--- config.mk ---
export PLATFORM = sky130hd
export DESIGN_NAME = gray_monitor
export DESIGN_NICKNAME = d
export VERILOG_FILES = /design/src/rtl/gray_monitor.sv
export SDC_FILE = /design/constraint.sdc
export NUM_CORES = 1
export LEC_CHECK = 0
export CORE_MARGIN = 5
export CORE_UTILIZATION = 28
export DETAILED_ROUTE_END_ITERATION = 8
export PLACE_DENSITY = 0.44
export SKIP_LAST_GASP = 1
export SLEW_MARGIN = 10
export SYNTH_ARGS = -nofsm -noshare
export SYNTH_HDL_FRONTEND = slang
export SYNTH_SLANG_ARGS = --single-unit
export TNS_END_PERCENT = 5
--- constraint.sdc ---
create_clock -name Clk -period 5.6 [get_ports Clk]
set_clock_uncertainty 0.05 [all_clocks]
set_input_delay 1.68 -clock Clk [delete_from_list [all_inputs] [get_ports Clk]]
set_output_delay 1.68 -clock Clk [all_outputs]
set_load 0.03 [all_outputs]
--- src/rtl/gray_monitor.sv ---
// Monitors a 3-bit Gray counter stream: tracks legal advances, wraps, illegal jumps and overflow edges.
// Optional GRAY_MON_RESYNC_EN lets the ERROR state resynchronise on the next valid sample.
module gray_monitor #(
  parameter int STEP_W = 8
) (
  input  logic              Clk,
  input  logic              Reset,
  input  logic              Clear,
  input  logic              Valid,
  input  logic [2:0]        Gray,
  input  logic              Overflow,
  output logic [2:0]        Bin,
  output logic [STEP_W-1:0] Steps,
  output logic [3:0]        Wraps,
  output logic              Err,
  output logic              OvfPulse
);

  localparam logic [1:0] ST_IDLE  = 2'd0;
  localparam logic [1:0] ST_TRACK = 2'd1;
  localparam logic [1:0] ST_ERROR = 2'd2;

  localparam logic [STEP_W-1:0] STEP_MAX = {STEP_W{1'b1}};
  localparam logic [STEP_W-1:0] STEP_ONE = {{(STEP_W-1){1'b0}}, 1'b1};

  logic [1:0]        state_reg, state_next;
  logic [2:0]        prev_reg, prev_next;
  logic [2:0]        bin_reg, bin_next;
  logic [STEP_W-1:0] steps_reg, steps_next;
  logic [3:0]        wraps_reg, wraps_next;
  logic              err_reg, err_next;
  logic              ovf_hist_reg, ovf_hist_next;
  logic              ovf_pulse_reg, ovf_pulse_next;

  function automatic logic [2:0] gray2bin(input logic [2:0] g);
    gray2bin = {g[2], g[2] ^ g[1], g[2] ^ g[1] ^ g[0]};
  endfunction

  // Successor in the Gray sequence, found by stepping the binary value.
  function automatic logic [2:0] next_gray(input logic [2:0] g);
    logic [2:0] b;
    b = gray2bin(g) + 3'd1;
    next_gray = b ^ (b >> 1);
  endfunction

  always_comb begin
    state_next     = state_reg;
    prev_next      = prev_reg;
    bin_next       = bin_reg;
    steps_next     = steps_reg;
    wraps_next     = wraps_reg;
    err_next       = err_reg;
    ovf_hist_next  = ovf_hist_reg;
    ovf_pulse_next = 1'b0;

    if (Clear) begin
      state_next    = ST_IDLE;
      prev_next     = 3'd0;
      bin_next      = 3'd0;
      steps_next    = '0;
      wraps_next    = 4'd0;
      err_next      = 1'b0;
      ovf_hist_next = 1'b0;
    end else if (Valid) begin
      // Overflow edge detection runs regardless of FSM state.
      ovf_hist_next  = Overflow;
      ovf_pulse_next = Overflow & ~ovf_hist_reg;

      case (state_reg)
        ST_IDLE: begin
          prev_next  = Gray;
          bin_next   = gray2bin(Gray);
          state_next = ST_TRACK;
        end
        ST_TRACK: begin
          if (Gray == prev_reg) begin
            state_next = ST_TRACK;
          end else if (Gray == next_gray(prev_reg)) begin
            prev_next = Gray;
            bin_next  = gray2bin(Gray);
            if (steps_reg != STEP_MAX)
              steps_next = steps_reg + STEP_ONE;
            if (prev_reg == 3'b100)
              wraps_next = wraps_reg + 4'd1;
          end else begin
            err_next   = 1'b1;
            state_next = ST_ERROR;
          end
        end
        ST_ERROR: begin
`ifdef GRAY_MON_RESYNC_EN
          prev_next  = Gray;
          bin_next   = gray2bin(Gray);
          state_next = ST_TRACK;
`else
          state_next = ST_ERROR;
`endif
        end
        default: state_next = ST_IDLE;
      endcase
    end
  end

  always_ff @(posedge Clk or posedge Reset) begin
    if (Reset) begin
      state_reg     <= ST_IDLE;
      prev_reg      <= 3'd0;
      bin_reg       <= 3'd0;
      steps_reg     <= '0;
      wraps_reg     <= 4'd0;
      err_reg       <= 1'b0;
      ovf_hist_reg  <= 1'b0;
      ovf_pulse_reg <= 1'b0;
    end else begin
      state_reg     <= state_next;
      prev_reg      <= prev_next;
      bin_reg       <= bin_next;
      steps_reg     <= steps_next;
      wraps_reg     <= wraps_next;
      err_reg       <= err_next;
      ovf_hist_reg  <= ovf_hist_next;
      ovf_pulse_reg <= ovf_pulse_next;
    end
  end

  assign Bin      = bin_reg;
  assign Steps    = steps_reg;
  assign Wraps    = wraps_reg;
  assign Err      = err_reg;
  assign OvfPulse = ovf_pulse_reg;

endmodule

==> results of run 1 <==
==> Yosys cell counts (2+ instances only) <==
cell      count  area share
dfrtp_1      22        0.38
nor2_1       14       0.037
a21oi_1      12       0.042
nand2_1      11       0.029
o21ai_0       8       0.028
nor2b_1       7       0.031
nand2b_1      6       0.026
o211ai_1      5       0.026
xor2_1        5       0.031
clkbuf_1      4       0.010
inv_1         4       0.010
mux2_2        4       0.031
nand3_1       4       0.014
buf_2         3       0.010
nor3_1        3       0.010
and3_1        2      0.0087
and3b_1       2       0.012
buf_4         2       0.010
ha_1          2       0.017
mux2i_1       2       0.014
nor4_1        2      0.0087
o32ai_4       2       0.038
or2_2         2      0.0087
==> layout make-up <==
class	instances	area [sq um]
clock buffer	4	55.1
fill	538	3280
inverter	4	15.0
multi-input combinational	115	812
sequential	22	551
tap	70	87.6
timing repair buffer	24	240
==> logic make-up (layout without fill, tap and decap cells) <==
kind of cell	count (synthesis)	in the layout
and+or+nand+nor	62	62
AOI/OAI and AO/OA	38	38
DFF	22	22
buffers and inverters	14	32
muxes	7	7
xor gates and xnor gates	6	6
adders and majority gates	2	2
==> metrics by stage <==
stage / hold slack [ps] / worst slack, ps / total power, mW / instances / utilization
6_report: 395 / 1750 / 0.354 / 239 / 0.349
4_1_cts: 397 / 1750 / 0.359 / 239 / 0.349
2_1_floorplan: 360 / 2270 / 0.223 / 151 / -
3_5_place_dp: 384 / 1470 / 0.242 / 235 / 0.338
5_1_grt: 419 / 1580 / 0.372 / 239 / 0.349
3_3_place_gp: 364 / 1560 / 0.240 / 235 / 0.338
==> routing by layer <==
layer,global-route usage,up-vias,wire [um]
met1,0.155,583,1640
met2,0.182,17,1650
met4,0.0405,0,30
met3,0.0197,4,83
li1,-,580,-
met5,0,-,0
==> power breakdown <==
| group | leakage, nW | total [mW] | switching [mW] | internal [mW] |
|---|---|---|---|---|
| Clock | 0.0288 | 0.116 | 0.0530 | 0.0627 |
| Sequential | 0.302 | 0.172 | 0.00768 | 0.164 |
| Combinational | 0.350 | 0.0664 | 0.0386 | 0.0278 |
==> final timing paths <==
check | from | to | slack (ps)
setup / recovery | Gray[0] | Bin[1] | 1750
hold reg to reg | ovf_hist_reg | OvfPulse | 400
max in group asynchronous | Reset | prev_reg[1] | 3080
hold / removal | ovf_hist_reg | OvfPulse | 400
min in group asynchronous | Reset | Steps[3] | 1860
setup reg to reg | prev_reg[1] | Steps[7] | 3460
==> flow_metrics.env, run 1 <==
export IMPL_rr_worst_depth=5
export IMPL_synth_compound_area_frac=0.217
export IMPL_async_flop_share=1.00
export IMPL_dpl_instance_area_sq_um=1710
export IMPL_slowest_delay_ps=810
export IMPL_drive_gt1_frac=0.112
export IMPL_critPathSlowestCell="clkdlybuf4s50_1"
export IMPL_synth_distinct_cells=46
export IMPL_htree_levels=1
export IMPL_numCtsBuffers=3
export IMPL_hold_depth=1
export IMPL_dr_first_iter_drc_count=87
export IMPL_grt_max_degree=30
export IMPL_timing_final_crit_share=0.688
export IMPL_muxShareOfSynthArea=0.0611
export IMPL_ys_warnings_count=0
export IMPL_synthSimpleGateAreaFrac=0.234
export IMPL_cts_resized=0
export IMPL_path_clk_slew_ps=80
export IMPL_cp_start_kind="primary input"
export IMPL_drv_cap=0
export IMPL_pin_count=25
export IMPL_clk_latency_ps=260
export IMPL_cts_root_buffer="clkbuf_8"
export IMPL_cp_data_required_time_ps=5700
export IMPL_portBuffers=24
export IMPL_grt_pass1_wl_um=5890
export IMPL_synthAdderAreaFrac=0.0175
export IMPL_cp_top_family="buffers and inverters"
export IMPL_largest_register_ffs=8
export IMPL_grt_pass1_vias=1209
export IMPL_critPathBufInv=1
export IMPL_synth_top_family_by_area="simple AND/OR/NAND/NOR gates"
export IMPL_antenna_found_initial=0
export IMPL_dp_hpwl_um=2470
export IMPL_max_slew_margin=0.327
export IMPL_clock_sinks=22
export IMPL_final_common_cell="clkdlybuf4s50_1"
export IMPL_syn_area_sq_um=1430
export IMPL_hold_class="reg -> reg"
export IMPL_cts_tree="yes"
export IMPL_die_area_sq_um=6650
export IMPL_fmax_ghz=0.259
export IMPL_holdBufCountCts=0
export IMPL_drc=0
export IMPL_yosys_area_share_xor_xnor=0.0366
export IMPL_hold_viol=0
export IMPL_fin_nets=180
export IMPL_tns_ps=0
export IMPL_path_class="in -> reg"
export IMPL_die_h_um=81.6
export IMPL_rsz0062_at_grt="no"
export IMPL_ys_ff_latch=22
export IMPL_power_density_nw_per_um2=201
export IMPL_vdd_ir_drop_max_mv=0.0807
export IMPL_routed_via_density=4.95
export IMPL_cts_setup_buffers=0
export IMPL_initial_core_util=0.284
export IMPL_final_cell_area_sq_um=1760
export IMPL_crit_fanout=12
export IMPL_syn_inst=151
export IMPL_diodes=0
export IMPL_rows=26
export IMPL_synth_edff_count=0
export IMPL_wire_per_inst_um=14.3
export IMPL_drt_wl_total_um=3410
export IMPL_area_delta_synth_final_pct=22.8
export IMPL_vias=1184
export IMPL_period_needed_ps=3850
export IMPL_grt_overflow_total=0
export IMPL_drtAntennaViolNets=0
export IMPL_crit_arrival_ps=3960
export IMPL_cts_buffer_depth=2
export IMPL_synth_nets=161
export IMPL_synth_main_ff_cell="dfrtp_1"
export IMPL_gp_congestion=0.742
export IMPL_grt_usage=0.114
export IMPL_worstMarginPinSlew_ps=1010
export IMPL_core_sq_um=5040
export IMPL_path_cells="clkdlybuf4s50_1, xor2_1, o32ai_4, nor3_1, nor2_1, mux2_2"
export IMPL_endpoint_kind="flip-flop"
export IMPL_p_leak_nw=0.681
export IMPL_report_final_setup_viol=0
export IMPL_yosysSeqAreaShare=0.384
export IMPL_most_common_layout_cells="24 x clkdlybuf4s50_1, 22 x dfrtp_1, 14 x nor2_1"
export IMPL_die_w_um=81.6
export IMPL_status="complete, no violations"
export IMPL_finalMaxSlewViolations=0
export IMPL_syn_avg_cell_area_sq_um=9.50
export IMPL_first_pass_iters=4
export IMPL_cp_num_cells=6
(Power assumes the default switching activity.)
==> inputs of run 2 (changes only) <==
PLACE_DENSITY = 0.45   (was 0.44)
clock period = 3.2 ns   (was 5.6 ns; I/O delays follow)
==> run 2 against run 1 <==
- via count up 4.0%
- core utilization up 1.7 points
- first-iteration DRC count down 39%
- non-clock buffer count up 10
==> flow_metrics.env, run 2 (same netlist as run 1, synthesis figures left out) <==
export IMPL_final_common_cell="clkdlybuf4s50_1"
export IMPL_cp_data_required_time_ps=3290
export IMPL_power_frac_seq=0.484
export IMPL_most_common_layout_cells="24 x clkdlybuf4s50_1, 22 x dfrtp_1, 14 x nor2_1"
export IMPL_drt_wl_total_um=3370
export IMPL_diodes=0
export IMPL_drv_cap=0
export IMPL_stdcell_count=249
export IMPL_clock_sinks=22
export IMPL_grt_pass1_vias=1257
export IMPL_dp_hpwl_um=2580
export IMPL_fin_nets=190
export IMPL_first_pass_iters=4
export IMPL_die_w_um=81.6
export IMPL_hold_class="reg -> reg"
export IMPL_crit_fanout=11
export IMPL_crit_arrival_ps=3060
export IMPL_numCtsBuffers=3
export IMPL_core_sq_um=5040
export IMPL_cp_start_kind="primary input"
export IMPL_wire_per_inst_um=13.5
export IMPL_final_util=0.367
export IMPL_globalRoute_busiestLayer="met2"
export IMPL_cts_setup_buffers=0
export IMPL_endpoint_kind="flip-flop"
export IMPL_power_density_nw_per_um2=336
export IMPL_grt_pass1_wl_um=5820
export IMPL_status="complete, no violations"
export IMPL_fillCellCount=497
export IMPL_pwr_share_comb=0.208
export IMPL_slowest_delay_ps=740
export IMPL_path_clk_slew_ps=80
export IMPL_dpl_instance_area_sq_um=1790
export IMPL_grt_use_met1=0.131
export IMPL_cts_root_buffer="clkbuf_8"
export IMPL_routed_via_density=4.94
export IMPL_report_final_setup_viol=0
export IMPL_holdBufCountCts=0
export IMPL_p_int_uw=455
export IMPL_grt_overflow_total=0
export IMPL_period_needed_ps=2970
export IMPL_max_slew_margin=0.526
export IMPL_rr_startpoint="prev_reg[1]"
export IMPL_path_class="in -> reg"
export IMPL_p_clk_frac=0.309
export IMPL_critPathSlowestCell="clkdlybuf4s50_1"
export IMPL_grt_usage=0.110
export IMPL_timing_final_crit_share=0.928
export IMPL_portBuffers=24
export IMPL_antenna_found_initial=0
export IMPL_grt_use_met3=0.0208
export IMPL_rows=26
export IMPL_hold_viol=0
export IMPL_htree_levels=1
export IMPL_drive_gt1_frac=0.162
export IMPL_path_cells="clkdlybuf4s50_1, and3b_1, a32o_1, o32ai_4, nor2_1, mux2_2"
export IMPL_gp_congestion=0.808
export IMPL_worstSetupStartpoint="Gray[2]"
export IMPL_die_h_um=81.6
export IMPL_area_delta_synth_final_pct=28.9
export IMPL_grt_max_degree=23
export IMPL_largest_register_ffs=8
export IMPL_min_from="ovf_hist_reg"
export IMPL_switching_share=0.267
export IMPL_p_leak_nw=0.735
export IMPL_dr_first_iter_drc_count=53
export IMPL_use_met2=0.201
export IMPL_final_cell_area_sq_um=1850
export IMPL_whs_ps=390
export IMPL_switching_power_uw=166
export IMPL_die_area_sq_um=6650
export IMPL_drc=0
export IMPL_vias=1231
export IMPL_initial_core_util=0.284
export IMPL_fmax_ghz=0.337
export IMPL_cts_tree="yes"
export IMPL_cts_buffer_depth=2
export IMPL_dp_cells=245
export IMPL_pin_count=25
export IMPL_drtAntennaViolNets=0
export IMPL_vdd_ir_drop_max_mv=0.119
export IMPL_clk_latency_ps=250
export IMPL_finalMaxSlewViolations=0
export IMPL_worstMarginPinSlew_ps=708
export IMPL_rsz0062_at_grt="no"
export IMPL_cts_resized=0
==> run 2: power by group through the flow <==
stage	combinational, mW	clock (mW)	sequential, mW
6_report	0.129	0.192	0.300
5_1_grt	0.141	0.218	0.302
4_1_cts	0.130	0.203	0.300
3_5_place_dp	0.130	0	0.306
3_3_place_gp	0.127	0	0.306
2_1_floorplan	0.0845	0	0.306
==> run 2: area by class of cell <==
| cell class | count | area (sq um) | area share |
|---|---|---|---|
| Tap cell | 70 | 87.6 | 0.0474 |
| Timing Repair Buffer | 34 | 328 | 0.177 |
| Sequential cell | 22 | 551 | 0.298 |
| Multi-Input combinational cell | 115 | 812 | 0.439 |
| Inverter | 4 | 15.0 | 0.00812 |
| Clock buffer | 4 | 55.1 | 0.0298 |
==> run 2: per-stage QoR <==
stage          total power, mW  worst slack, ps  setup TNS (ps)
6_report                 0.621              232               0
5_1_grt                  0.661             77.8               0
4_1_cts                  0.634              249               0
3_5_place_dp             0.436            -26.0           -26.0
3_3_place_gp             0.433             31.5               0
2_1_floorplan            0.390              595               0
==> run 2: worst paths after layout <==
path | slack (ps) | cells after the start | to
min reg2reg | 390 | 1 | OvfPulse
min in group asynchronous | 990 | 3 | Steps[7]
max | 230 | 6 | Steps[0]
min | 390 | 1 | OvfPulse
max reg2reg | 990 | 6 | Bin[1]
max in group asynchronous | 1890 | 3 | state_reg[0]
==> run 2: worst max-delay path: cells and delay by family <==
kind	cells	cell delay [ps]
mux	1	300
compound gates	2	670
buf+inv	1	740
simple gates	2	390
==> run 2: routing by layer <==
layer  vias to the layer above  share of wire
met5                         -              0
met4                         0          0.011
met3                         4          0.041
met2                        25           0.51
met1                       601           0.44
li1                        601              -
==> inputs of run 3 (changes only) <==
CTS_CLUSTER_SIZE = 28   (was unset)
==> results of run 3 <==
No change in the layout: final DEF, timing and power equal those of run 2.
